File: src/rtl/return_addr_stack.sv
// return_addr_stack: jal/jalr push pc+4, jr pops a predicted target for fetch.
// Optional RAS_STATS_EN adds saturating push/pop/miss counters.
module return_addr_stack #(
  parameter int DEPTH = 8,
  parameter int PTR_W = 3,
  parameter int AW    = 32
)(
  input  logic             clk,
  input  logic             reset,
  input  logic             valid,
  input  logic             stall,
  input  logic             flush,
  input  logic [5:0]       opcode,
  input  logic [5:0]       func,
  input  logic [AW-1:0]    pc,
  output logic [AW-1:0]    pred_target,
  output logic             pred_valid,
  output logic [PTR_W:0]   count,
  output logic             empty,
  output logic             full,
  output logic             ovf,
  output logic             unf
`ifdef RAS_STATS_EN
  ,
  output logic [15:0]      push_cnt,
  output logic [15:0]      pop_cnt,
  output logic [15:0]      miss_cnt
`endif
);
  localparam logic [PTR_W:0] FULL_CNT = (PTR_W+1)'(DEPTH);
  logic [AW-1:0] mem_q [DEPTH];
  logic [PTR_W-1:0] tp_q, tp_d;
  logic [PTR_W:0] cnt_q, cnt_d;
  logic ovf_q, ovf_d, unf_q, unf_d;
  logic is_jal, is_jalr, is_jr, upd, push, pop;
  assign is_jal  = opcode == 6'b000011;
  assign is_jalr = opcode == 6'b000000 && func == 6'b001001;
  assign is_jr   = opcode == 6'b000000 && func == 6'b001000;
  assign upd     = valid & ~stall & ~flush;
  assign push    = upd & (is_jal | is_jalr);
  assign pop     = upd & is_jr;
  assign empty   = cnt_q == '0;
  assign full    = cnt_q == FULL_CNT;
  assign count   = cnt_q;
  assign ovf     = ovf_q;
  assign unf     = unf_q;
  assign pred_target = empty ? '0 : mem_q[tp_q];
  assign pred_valid  = valid & is_jr & ~empty;
  // Flush is not gated by stall: a mispredict must always clear the stack.
  always_comb begin
    tp_d  = tp_q;
    cnt_d = cnt_q;
    ovf_d = ovf_q;
    unf_d = unf_q;
    if (flush) begin
      tp_d  = '0;
      cnt_d = '0;
      ovf_d = 1'b0;
      unf_d = 1'b0;
    end else if (push) begin
      tp_d  = tp_q + 1'b1;
      cnt_d = full ? cnt_q : cnt_q + 1'b1;
      ovf_d = ovf_q | full;
    end else if (pop) begin
      tp_d  = empty ? tp_q : tp_q - 1'b1;
      cnt_d = empty ? cnt_q : cnt_q - 1'b1;
      unf_d = unf_q | empty;
    end
  end
  always_ff @(posedge clk or posedge reset) begin
    if (reset) begin
      tp_q  <= '0;
      cnt_q <= '0;
      ovf_q <= 1'b0;
      unf_q <= 1'b0;
    end else begin
      tp_q  <= tp_d;
      cnt_q <= cnt_d;
      ovf_q <= ovf_d;
      unf_q <= unf_d;
    end
  end
  // Entry storage is deliberately unreset; count gates every read.
  always_ff @(posedge clk) begin
    if (push) mem_q[tp_d] <= pc + AW'(4);
  end
`ifdef RAS_STATS_EN
  logic [15:0] push_q, pop_q, miss_q;
  always_ff @(posedge clk or posedge reset) begin
    if (reset) begin
      push_q <= '0;
      pop_q  <= '0;
      miss_q <= '0;
    end else begin
      if (push && push_q != 16'hFFFF) push_q <= push_q + 1'b1;
      if (pop && !empty && pop_q != 16'hFFFF) pop_q <= pop_q + 1'b1;
      if (pop && empty && miss_q != 16'hFFFF) miss_q <= miss_q + 1'b1;
    end
  end
  assign push_cnt = push_q;
  assign pop_cnt  = pop_q;
  assign miss_cnt = miss_q;
`endif
endmodule

File: config.mk
export PLATFORM = sky130hd
export DESIGN_NAME = return_addr_stack
export DESIGN_NICKNAME = d
export VERILOG_FILES = /design/src/rtl/return_addr_stack.sv
export SDC_FILE = /design/constraint.sdc
export NUM_CORES = 1
export LEC_CHECK = 0
export BUFFER_PORTS_ARGS = -buffer_cell sky130_fd_sc_hd__buf_4
export CELL_PAD_IN_SITES_DETAIL_PLACEMENT = 1
export CELL_PAD_IN_SITES_GLOBAL_PLACEMENT = 2
export CORE_MARGIN = 3
export CORE_UTILIZATION = 45
export CTS_BUF_LIST = sky130_fd_sc_hd__clkbuf_4
export DETAILED_ROUTE_END_ITERATION = 16
export PLACE_DENSITY_LB_ADDON = 0.2
export SLEW_MARGIN = 20
export SYNTH_ARGS = -nofsm -noshare
export SYNTH_HDL_FRONTEND = slang
export SYNTH_SLANG_ARGS = --single-unit
File: constraint.sdc
create_clock -name clk -period 8.2 [get_ports clk]
set_clock_uncertainty 0.15 [all_clocks]
set_input_delay 0.82 -clock clk [delete_from_list [all_inputs] [get_ports clk]]
set_output_delay 0.82 -clock clk [all_outputs]
set_load 0.02 [all_outputs]
==> flow_metrics.tcl <==
set metrics [dict create \
    period_share 0.536 \
    crit_fanout 50 \
    synthCells 573 \
    drv_slew 0 \
    ys_top_cells_by_area "edfxtp_1 (70%), mux4_2 (13%), mux2i_1 (2.9%)" \
    highest_layer "met4" \
    nets 778 \
    place_area_mm2 0.0121 \
    worst_slack_ps 3800 \
    final_area_mm2 0.0130 \
    rsz0062_at_grt "no" \
    drv_cap 0 \
    numCtsBuffers 69 \
    clock_latency_ps 650 \
    antenna_found_initial 1 \
    power_density_mw_per_mm2 203 \
    synth_top_area_frac 0.703 \
    worst_slew_pin_slew_ps 1010 \
    yosysTopAreaCell "edfxtp_1" \
    track_usage 0.191 \
    clockBufferDepth 3 \
    cp-start-kind "flop" \
    drtPass1Iterations 4 \
    cts.htree.levels 3 \
    vdd_drop_max_uv 96.8 \
    critPathKind "flop to flop" \
    holdCritPathClass "input pin to flop" \
    dieArea_mm2 0.0262 \
    synth_edf_count 256 \
    grt_max_degree 51 \
    die_h_um 162 \
    yosysMostFrequentCell "edfxtp_1" \
    postRouteWirelength_mm 24.3 \
    required_ps 8360 \
    critPathArrivalTime_ps 4560 \
    cts_tree "yes" \
    dpl.hpwl_mm 14.4 \
    dieWidth_um 162 \
    yosysSeqAreaShare 0.724 \
    path_clk_slew_ps 60 \
    finalSetupViolCount 0 \
    wl_met2_mm 12.6 \
    drc_errors 0 \
    coreArea_mm2 0.0237 \
    synthTopCellsByCount "edfxtp_1 (256), mux4_2 (64), nor2_1 (43)" \
    gp_congestion 0.745 \
    synthArstFlopShare 0.0340 \
    drive_gt1_frac 0.374 \
    synth_flop_cell "edfxtp_1" \
    synth_cell_types 40 \
    via_count 5887 \
    synth_warnings 0 \
    dp_slack_ps 3590 \
    clock_sinks 265 \
    status "complete, no violations" \
    io_buffers 89 \
    synth_seq_cells 265 \
    grt_pass1_vias 6565 \
    wire_per_inst_um 22.3 \
    relSlewSlack 0.329 \
    io_pins 90 \
    start_util 0.462 \
    cts_root_buffer "clkbuf_4" \
    cts_resized 0 \
    ant_nets 0 \
    syn_area_per_cell_um2 19.1 \
    fmax_mhz 228 \
    area_delta_synth_final_pct 18.9 \
    tns_ps 0 \
    syn_nets 628 \
    total_power_mw 2.64 \
    grt_overflow 0 \
    power_leakage_nw 4.34 \
    wl_met1_mm 10.1 \
    min_period_ps 4400 \
    num_rows 56 \
    hold_violations 0 \
    grt_pass1_wl_mm 38.0 \
    synth_area_mm2 0.0109 \
    drt_iter0_markers 361 \
    cp-end-kind "flop" \
    viasPerCell 5.41 \
    wl_met3_mm 1.44 \
]
[cells in the final DEF, fill, tap and decap left out, types with 4 or more instances in the layout]
cell type and count:
dfrtp_1 6, nand2_1 15, inv_1 11, and3_1 7, inv_2 4, mux4_2 64
nor2_1 40, and4_1 4, clkbuf_4 99, nand3_1 18, mux2i_1 32, buf_16 4
nor3_1 11, buf_4 98, ha_1 5, edfxtp_1 256, clkinv_1 12, xnor2_1 16
xor2_1 16
[timing repair]
item / CTS / global route
hold endpoints to repair: 8 / 0
buffers inserted: 0 / 0
hold buffers: 1 / 0
[power by group]
group | internal (mW) | total [mW] | switching (mW) | leakage, nW
Sequential | 1.49 | 1.49 | 0.000217 | 2.42
Combinational | 0.0241 | 0.0603 | 0.0362 | 1.41
Clock | 0.583 | 1.10 | 0.513 | 0.505
[path summary, 6_finish.rpt]
check | slack [ps] | cells after the start | endpoint | startpoint
max in group asynchronous | 6950 | 3 | tp_q[1]$_DFF_PP0_ | reset
worst max register to register | 3800 | 7 | mem_q[6][5]$_DFFE_PP_ | tp_q[0]$_DFF_PP0_
worst min register to register | 370 | 2 | unf$_DFFE_PP0P_ | unf$_DFFE_PP0P_
worst max-delay path | 3800 | 7 | mem_q[6][5]$_DFFE_PP_ | tp_q[0]$_DFF_PP0_
min in group asynchronous | 580 | 3 | ovf$_DFFE_PP0P_ | reset
worst min-delay path | 270 | 1 | mem_q[1][1]$_DFFE_PP_ | pc[1]
[critical path, cell delays in order (launching register included)]
cell	delay, ps
dfrtp_4	670
buf_4	820
inv_1	190
ha_1	470
or4_1	570
o211ai_2	180
nor2b_4	670
buf_16	240
[layer usage]
layer,up-vias,GRT usage
met5,-,0
met4,0,0.0512
met3,28,0.0525
met2,162,0.325
met1,3052,0.244
li1,2645,-
[logic make-up (layout without fill, tap and decap cells)]
family / count (synthesis) / in the layout / share of synthesized area
AO/OA/AOI/OAI: 14 / 14 / 0.00950
XOR/XNOR: 32 / 32 / 0.0256
adder cells (fa/ha/maj): 6 / 6 / 0.00755
buffers and inverters: 36 / 231 / 0.0133
flip-flops: 265 / 265 / 0.724
multiplexers: 96 / 96 / 0.161
other: 0 / 2 / 0
AND/OR/NAND/NOR: 124 / 124 / 0.0593
[area by class of cell]
class / instances / area, um2
Fill cell: 2237 / 10700
Sequential cell: 265 / 7920
Multi-Input combinational cell: 272 / 2930
Timing Repair Buffer: 104 / 870
Clock buffer: 99 / 743
Tap cell: 319 / 399
Clock inverter: 17 / 90.1
Inverter: 11 / 41.3
Antenna cell: 2 / 5.00
[state kept, by name, summed over array words and instances (netlist names)]
signal,flops
count,4
mem_q,256
ovf,1
tp_q,3
unf,1
[metrics by stage]
step | hold slack [ps] | utilization | instances
6_report | 271 | 0.549 | 1089
5_1_grt | 178 | 0.549 | 1089
4_1_cts | 192 | 0.546 | 1084
3_5_place_dp | 370 | 0.510 | 967
3_3_place_gp | 360 | 0.508 | 965
2_1_floorplan | 452 | - | 573
Power figures use the tool's default switching activity.
